==> src/rtl/dcache_blocking_miss_ctrl.sv <==
// Blocking data-cache miss controller: dirty-victim writeback, line refill, tag rewrite.
// Optional critical-word-first refill is enabled by defining DCACHE_BLOCKING_MISS_CWF_EN.
module dcache_blocking_miss_ctrl #(
    parameter int ADDR_W = 32,
    parameter int LINE_B = 32,
    parameter int BEAT_B = 8,
    parameter int SETS_N = 1024,
    parameter int WAYS_N = 4
) (
    input  logic                                          clk,
    input  logic                                          rst,
    input  logic                                          miss_req,
    output logic                                          miss_rdy,
    input  logic [ADDR_W-1:0]                             miss_addr,
    input  logic [WAYS_N-1:0]                             miss_way,
    input  logic                                          miss_dirty,
    input  logic [ADDR_W-$clog2(SETS_N)-$clog2(LINE_B)-1:0] miss_vtag,
    output logic                                          miss_done,
    output logic [BEAT_B*4-1:0]                           miss_data,
    output logic                                          ram_dat_en,
    output logic                                          ram_dat_wen,
    output logic [WAYS_N-1:0]                             ram_dat_way,
    output logic [$clog2(SETS_N)+$clog2(LINE_B/BEAT_B)-1:0] ram_dat_addr,
    output logic [BEAT_B*8-1:0]                           ram_dat_wdata,
    input  logic [BEAT_B*8-1:0]                           ram_dat_rdata,
    output logic                                          ram_tag_wen,
    output logic [WAYS_N-1:0]                             ram_tag_way,
    output logic [$clog2(SETS_N)-1:0]                     ram_tag_addr,
    output logic [ADDR_W-$clog2(SETS_N)-$clog2(LINE_B)-1:0] ram_tag_wdata,
    output logic                                          ram_tag_wvld,
    output logic                                          ram_tag_wdirty,
    output logic                                          mem_rd_req,
    input  logic                                          mem_rd_gnt,
    output logic [ADDR_W-1:0]                             mem_rd_addr,
    input  logic                                          mem_rd_vld,
    input  logic [BEAT_B*8-1:0]                           mem_rd_data,
    output logic                                          mem_wr_vld,
    input  logic                                          mem_wr_rdy,
    output logic [ADDR_W-1:0]                             mem_wr_addr,
    output logic [BEAT_B*8-1:0]                           mem_wr_data
);

    localparam int BEATS_N = LINE_B / BEAT_B;
    localparam int BEAT_W  = $clog2(BEATS_N);
    localparam int SET_W   = $clog2(SETS_N);
    localparam int OFF_W   = $clog2(LINE_B);
    localparam int BOFF_W  = $clog2(BEAT_B);
    localparam int TAG_W   = ADDR_W - SET_W - OFF_W;
    localparam int DATA_W  = BEAT_B * 8;
    localparam int WORD_W  = DATA_W / 2;

    typedef enum logic [2:0] {
        S_IDLE   = 3'd0,
        S_EV_RD  = 3'd1,
        S_EV_WR  = 3'd2,
        S_FL_REQ = 3'd3,
        S_FL_DAT = 3'd4,
        S_TAG    = 3'd5,
        S_DONE   = 3'd6
    } state_t;

    state_t              state_q, state_d;
    logic [ADDR_W-1:0]   addr_q, addr_d;
    logic [WAYS_N-1:0]   way_q, way_d;
    logic [TAG_W-1:0]    vtag_q, vtag_d;
    logic [BEAT_W-1:0]   beat_q, beat_d;
    logic [BEAT_W-1:0]   cnt_q, cnt_d;
    logic                rd_pend_q, rd_pend_d;
    logic [DATA_W-1:0]   wdata_q, wdata_d;
    logic [WORD_W-1:0]   miss_data_q, miss_data_d;

    logic [TAG_W-1:0]    tag_s;
    logic [SET_W-1:0]    set_s;
    logic [BEAT_W-1:0]   mbeat_s;
    logic                word_s;
    logic [BEAT_W-1:0]   start_beat_s;
    logic [ADDR_W-1:0]   fill_addr_s;
    logic [DATA_W-1:0]   wr_data_s;
    logic                unused_ok_s;

    assign tag_s       = addr_q[ADDR_W-1 -: TAG_W];
    assign set_s       = addr_q[OFF_W +: SET_W];
    assign mbeat_s     = addr_q[BOFF_W +: BEAT_W];
    assign word_s      = addr_q[BOFF_W-1];
    assign unused_ok_s = ^addr_q[BOFF_W-2:0];

`ifdef DCACHE_BLOCKING_MISS_CWF_EN
    assign start_beat_s = mbeat_s;
    assign fill_addr_s  = {addr_q[ADDR_W-1:BOFF_W], {BOFF_W{1'b0}}};
`else
    assign start_beat_s = {BEAT_W{1'b0}};
    assign fill_addr_s  = {addr_q[ADDR_W-1:OFF_W], {OFF_W{1'b0}}};
`endif

    // Victim beat read in EV_RD arrives on rdata only in the first EV_WR cycle; hold it after that.
    assign wr_data_s = rd_pend_q ? ram_dat_rdata : wdata_q;

    // State and datapath registers with synchronous reset.
    always_ff @(posedge clk) begin
        if (rst) begin
            state_q     <= S_IDLE;
            addr_q      <= {ADDR_W{1'b0}};
            way_q       <= {WAYS_N{1'b0}};
            vtag_q      <= {TAG_W{1'b0}};
            beat_q      <= {BEAT_W{1'b0}};
            cnt_q       <= {BEAT_W{1'b0}};
            rd_pend_q   <= 1'b0;
            wdata_q     <= {DATA_W{1'b0}};
            miss_data_q <= {WORD_W{1'b0}};
        end else begin
            state_q     <= state_d;
            addr_q      <= addr_d;
            way_q       <= way_d;
            vtag_q      <= vtag_d;
            beat_q      <= beat_d;
            cnt_q       <= cnt_d;
            rd_pend_q   <= rd_pend_d;
            wdata_q     <= wdata_d;
            miss_data_q <= miss_data_d;
        end
    end

    // Next-state and output decode; every output is zero unless its state drives it.
    always_comb begin
        state_d        = state_q;
        addr_d         = addr_q;
        way_d          = way_q;
        vtag_d         = vtag_q;
        beat_d         = beat_q;
        cnt_d          = cnt_q;
        rd_pend_d      = 1'b0;
        wdata_d        = wdata_q;
        miss_data_d    = miss_data_q;
        miss_rdy       = 1'b0;
        miss_done      = 1'b0;
        miss_data      = {WORD_W{1'b0}};
        ram_dat_en     = 1'b0;
        ram_dat_wen    = 1'b0;
        ram_dat_way    = {WAYS_N{1'b0}};
        ram_dat_addr   = {(SET_W+BEAT_W){1'b0}};
        ram_dat_wdata  = {DATA_W{1'b0}};
        ram_tag_wen    = 1'b0;
        ram_tag_way    = {WAYS_N{1'b0}};
        ram_tag_addr   = {SET_W{1'b0}};
        ram_tag_wdata  = {TAG_W{1'b0}};
        ram_tag_wvld   = 1'b0;
        ram_tag_wdirty = 1'b0;
        mem_rd_req     = 1'b0;
        mem_rd_addr    = {ADDR_W{1'b0}};
        mem_wr_vld     = 1'b0;
        mem_wr_addr    = {ADDR_W{1'b0}};
        mem_wr_data    = {DATA_W{1'b0}};

        case (state_q)
            S_IDLE: begin
                miss_rdy = 1'b1;
                if (miss_req) begin
                    addr_d  = miss_addr;
                    way_d   = miss_way;
                    vtag_d  = miss_vtag;
                    beat_d  = {BEAT_W{1'b0}};
                    state_d = miss_dirty ? S_EV_RD : S_FL_REQ;
                end else begin
                    state_d = S_IDLE;
                end
            end
            S_EV_RD: begin
                ram_dat_en   = 1'b1;
                ram_dat_way  = way_q;
                ram_dat_addr = {set_s, beat_q};
                rd_pend_d    = 1'b1;
                state_d      = S_EV_WR;
            end
            S_EV_WR: begin
                mem_wr_vld  = 1'b1;
                mem_wr_addr = {vtag_q, set_s, beat_q, {BOFF_W{1'b0}}};
                mem_wr_data = wr_data_s;
                wdata_d     = wr_data_s;
                if (mem_wr_rdy) begin
                    if (beat_q == BEAT_W'(BEATS_N-1)) begin
                        beat_d  = {BEAT_W{1'b0}};
                        state_d = S_FL_REQ;
                    end else begin
                        beat_d  = beat_q + {{(BEAT_W-1){1'b0}}, 1'b1};
                        state_d = S_EV_RD;
                    end
                end else begin
                    state_d = S_EV_WR;
                end
            end
            S_FL_REQ: begin
                mem_rd_req  = 1'b1;
                mem_rd_addr = fill_addr_s;
                if (mem_rd_gnt) begin
                    beat_d  = start_beat_s;
                    cnt_d   = {BEAT_W{1'b0}};
                    state_d = S_FL_DAT;
                end else begin
                    state_d = S_FL_REQ;
                end
            end
            S_FL_DAT: begin
                // A beat arriving while reset is asserted must not reach the RAM.
                if (mem_rd_vld && !rst) begin
                    ram_dat_en    = 1'b1;
                    ram_dat_wen   = 1'b1;
                    ram_dat_way   = way_q;
                    ram_dat_addr  = {set_s, beat_q};
                    ram_dat_wdata = mem_rd_data;
                    if (beat_q == mbeat_s) begin
                        miss_data_d = word_s ? mem_rd_data[DATA_W-1:WORD_W] : mem_rd_data[WORD_W-1:0];
                    end else begin
                        miss_data_d = miss_data_q;
                    end
                    beat_d = beat_q + {{(BEAT_W-1){1'b0}}, 1'b1};
                    cnt_d  = cnt_q + {{(BEAT_W-1){1'b0}}, 1'b1};
                    if (cnt_q == BEAT_W'(BEATS_N-1)) begin
                        state_d = S_TAG;
                    end else begin
                        state_d = S_FL_DAT;
                    end
                end else begin
                    state_d = S_FL_DAT;
                end
            end
            S_TAG: begin
                ram_tag_wen   = !rst;
                ram_tag_way   = way_q;
                ram_tag_addr  = set_s;
                ram_tag_wdata = tag_s;
                ram_tag_wvld  = 1'b1;
                state_d       = S_DONE;
            end
            S_DONE: begin
                miss_done = 1'b1;
                miss_data = miss_data_q;
                state_d   = S_IDLE;
            end
            default: begin
                state_d = S_IDLE;
            end
        endcase
    end

endmodule
==> config.mk <==
export PLATFORM = sky130hd
export DESIGN_NAME = dcache_blocking_miss_ctrl
export DESIGN_NICKNAME = d
export VERILOG_FILES = /design/src/rtl/dcache_blocking_miss_ctrl.sv
export SDC_FILE = /design/constraint.sdc
export NUM_CORES = 1
export LEC_CHECK = 0
export BUFFER_PORTS_ARGS = -buffer_cell sky130_fd_sc_hd__clkbuf_2
export CAP_MARGIN = 0
export CORE_AREA = 2 2 181 183
export DETAILED_ROUTE_END_ITERATION = 8
export DIE_AREA = 0 0 183 185
export PLACE_DENSITY = 0.54
export REMOVE_ABC_BUFFERS = 1
export SYNTH_ARGS = -nofsm -noshare
export SYNTH_HDL_FRONTEND = slang
export SYNTH_SLANG_ARGS = --single-unit
==> constraint.sdc <==
create_clock -name clk -period 2.5 [get_ports clk]
set_input_delay 0.25 -clock clk [delete_from_list [all_inputs] [get_ports clk]]
set_output_delay 0.25 -clock clk [all_outputs]
set_load 0.1 [all_outputs]
==> Implementation_results.wiki <==
{| class="wikitable"
! Metric !! Value
|-
| Final setup slack of the worst path || 0.0294 ns
|-
| Final core utilization || 0.496
|-
| Fraction of post-synthesis cell area in the top cell type by area || 0.373
|-
| Iteration count of the initial detailed-routing pass || 5
|-
| End point of the critical path || ram_dat_addr[3]
|-
| Worst hold-check path type || input pin to register
|-
| Worst setup EP type || output port
|-
| Most used DFF post-synth || dfxtp_1
|-
| TritonCTS buffer count || 17
|-
| Post-DR wirelength/cell || 16.7 um
|-
| P per Cell Area || 427 mW/mm2
|-
| Setup repair after global routing missed its margin || true
|-
| Wire length reported by the detailed router || 31,900 um
|-
| Die width || 183 um
|-
| Final Slew Violations || 0
|-
| Number of vias in the routed layout || 8,712
|-
| Max clock buf depth || 2
|-
| # DRC || 0
|-
| Post-route clock skew || 0.0136 ns
|-
| GRT Resource Usage Total || 0.176
|-
| Hold-fix buffers, CTS || 0
|-
| Number of antenna violations at the first check in global routing || 1
|-
| Iteration-0 DRC count of the detailed router || 399
|-
| Post-placement setup slack || 0.377 ns
|-
| Dpl hpwl || 22,400 um
|-
| Main combinational cell family by area after synthesis || simple AND/OR/NAND/NOR gates
|-
| Final Hold Violating Endpoints || 0
|-
| Port Buffers || 456
|-
| Final Wtd Congestion || 0.807
|-
| Area leader, netlist || dfxtp_1
|-
| Per-cell via count in the routed design || 4.55
|-
| Async set or reset register ratio after synthesis || 0
|-
| H-tree depth || 4
|-
| Max-capacitance violation count || 0
|-
| DIE AREA || 0.0339 mm2
|-
| Floorplan Core Area || 0.0320 mm2
|-
| Area fraction in and, or, nand and nor cells after synthesis || 0.321
|-
| Total gr overflow || 0
|-
| TritonCTS sink count || 155
|-
| Register bit total from synthesis || 155
|-
| Most frequent cell after synthesis || nand2_1
|-
| XOR/XNOR share of the synthesized area || 0.00316
|-
| Net total in the final layout || 1,681
|-
| Largest net degree at the start of global routing || 159
|-
| CTS tree || done
|-
| Root cell of the clock tree || clkbuf_16
|-
| Sequential fraction of the synthesis area || 0.373
|-
| Number of standard-cell rows in the floorplan || 66
|-
| Instance count on the critical path || 6
|-
| Reg2reg path depth || 6
|-
| Post-synth top cells || nand2_1, and2_1, dfxtp_1, a21oi_1, nor2_1
|-
| Post-synthesis cell count || 1,081
|-
| Highest Clock Rate || 0.405 GHz
|-
| Number of top-level pins || 468
|-
| Worst setup path start || state_q[0]
|-
| Post-synth EDFFs || 0
|-
| Cell breakdown of the critical path || or3b_4 > or2_4 > a21oi_4 > clkbuf_16 > and2_4 > buf_12
|-
| Synth warnings || 0
|-
| Number of global-route vias before repair || 8,442
|-
| Ranking of synthesized cells by area || dfxtp_1, and2_1, mux2i_1
|-
| Relative area change from synthesis to final layout || 90.9%
|-
| Count of buffer and inverter cells on the critical path || 2
|-
| Compound-Gate Fraction of Synth Area || 0.129
|-
| Antenna-violating nets left || 0
|-
| Average size of a mapped cell || 7.70 um2
|-
| Worst path top cell family by delay || simple AND/OR/NAND/NOR gates
|-
| Number of filler cells placed in the layout || 2,932
|-
| Highest fanout seen on the critical path || 4
|-
| Critical Path Start Type || register
|-
| Multiplexer share of the synthesized area || 0.117
|-
| Slew at the pin closest to its max-slew limit || 0.838 ns
|-
| Starting density of the core || 0.260
|-
| Clock insertion delay at the later pin of the skew report || 0.43 ns
|-
| Library cell contributing the largest single delay on the critical path || or3b_4
|-
| Data required, critical path || 2.25 ns
|-
| Static Leak || 6.13 nW
|-
| FF-to-FF End || miss_data_q[0]
|-
| Classification of the worst setup path || register to output port
|-
| Worst max-slew margin expressed relative to the limit || 0.442
|-
| Arrival time at the worst endpoint || 2.22 ns
|-
| Share of the cycle needed by the critical path after routing || 0.988
|-
| Clock transition time at the flip-flop clock pins of the worst setup and hold paths || 0.08 ns
|-
| Time the worst path needs with I/O delays and setup || 2.47 ns
|-
| Share of post-route cells with drive strength above 1 || 0.384
|-
| Result of the run || finished clean
|-
| Startpoint of the worst register-to-register path || state_q[0]
|-
| Peak VDD IR || 0.000336 V
|-
| Count of endpoints failing setup in the final report || 0
|-
| Worst reg-to-reg setup slack || 0.51 ns
|-
| Chip Height || 185 um
|-
| Global-route wire length before repair || 46,900 um
|-
| Total standard cell area after synthesis || 0.00832 mm2
|-
| Post-Synth Adder-Cell Area || 0.00301
|-
| Longest individual stage delay on the worst path || 0.38 ns
|-
| Number of distinct library cells after synthesis || 36
|}
final cells by class:
type | count | area [um2] | share of cell area
repair buffers | 481 | 6760 | 0.425
diodes | 1 | 2.50 | 0.000158
clock inverters | 14 | 173 | 0.0109
inverters | 3 | 11.3 | 0.000709
clock buffers | 18 | 439 | 0.0276
well taps | 408 | 510 | 0.0321
multi-input cells | 833 | 4880 | 0.307
flip-flops and latches | 155 | 3110 | 0.196
power breakdown:
part | total, mW | leakage, nW | internal, mW | switching [mW]
Combinational | 1.39 | 4.57 | 0.499 | 0.892
Sequential | 2.63 | 1.26 | 2.55 | 0.0716
Clock | 2.77 | 0.303 | 1.55 | 1.23
Total | 6.79 | 6.13 | 4.60 | 2.19
repair_timing:
item | CTS | global route
setup buffers | 1 | 1
endpoints found under the setup margin | 16 | 92
pin swaps | 0 | 5
gates cloned | 0 | 4
resized for setup | 1 | 33
cell usage in the layout (no fill, tap or decap), types with 2 or more instances in the layout:
master,Yosys,layout
buf_12,0,283
nand2_1,236,234
clkbuf_2,0,185
and2_1,201,182
dfxtp_1,155,151
a21oi_1,121,120
nor2_1,100,99
mux2i_1,97,97
a211oi_2,28,28
clkbuf_16,0,20
and2_4,0,17
conb_1,1,9
inv_6,0,7
buf_4,12,7
a211oi_1,4,4
inv_1,3,3
nor2b_1,3,3
xor2_1,3,3
dfxtp_2,0,3
inv_8,0,3
nor3_1,3,2
or3b_2,2,2
and2_2,0,2
nand2_2,0,2
nand2b_1,3,2
o21ai_0,2,2
a2bb2oi_1,2,2
nand4_1,2,2
o211ai_1,2,2
a221oi_1,2,2
or3_1,2,2
ha_1,2,2
clkinv_4,0,2
bufinv_16,0,2
buf_6,3,2
stage by stage:
step	hold WS (ns)	cell area (um2)	setup TNS, ns	power [mW]	std cells
after detailed placement	0.442	15100	0	4.04	1874
final	0.0251	15900	0	6.79	1913
after global routing	0.0110	15900	-0.510	7.08	1913
after CTS	0.00311	15700	0	6.84	1907
after floorplan	0.315	7910	-688.52	3.43	991
after global placement	0.439	15100	0	4.02	1874
sequential cells by signal (all words and copies together), names as in the netlist:
name         count
wdata_q         64
rd_pend_q        1
beat_q           2
addr_q          30
cnt_q            2
miss_data_q     32
way_q            4
state_q          3
vtag_q          17
how the worst min path moves through the flow:
stage | from | cells past startpoint | end
after global routing | miss_vtag[7] | 3 | vtag_q[7]
final | miss_vtag[1] | 3 | vtag_q[1]
after floorplan | rst | 1 | miss_data_q[10]
after detailed placement | vtag_q[0] | 2 | vtag_q[0]
after global placement | vtag_q[15] | 2 | vtag_q[15]
after CTS | miss_vtag[13] | 3 | vtag_q[13]
tightest hold or removal path, stage by stage:
cell      delay, ns
clkbuf_2       0.08
nand2_1        0.04
a21oi_1        0.05
kinds of logic after synthesis:
family	after synthesis
muxes	97
AOI/OAI and AO/OA	164
adders and majority gates	2
xor gates and xnor gates	3
DFF	155
and+or+nand+nor	558
other	1
buffers and inverters	101
metal layers:
layer / up-vias / global-route usage / part of all wire
li1: 4321 / - / -
met1: 4042 / 0.195 / 0.39
met2: 300 / 0.314 / 0.51
met3: 49 / 0.0576 / 0.073
met4: 0 / 0.0675 / 0.031
met5: - / 0 / 0
Power figures use the tool's default switching activity.
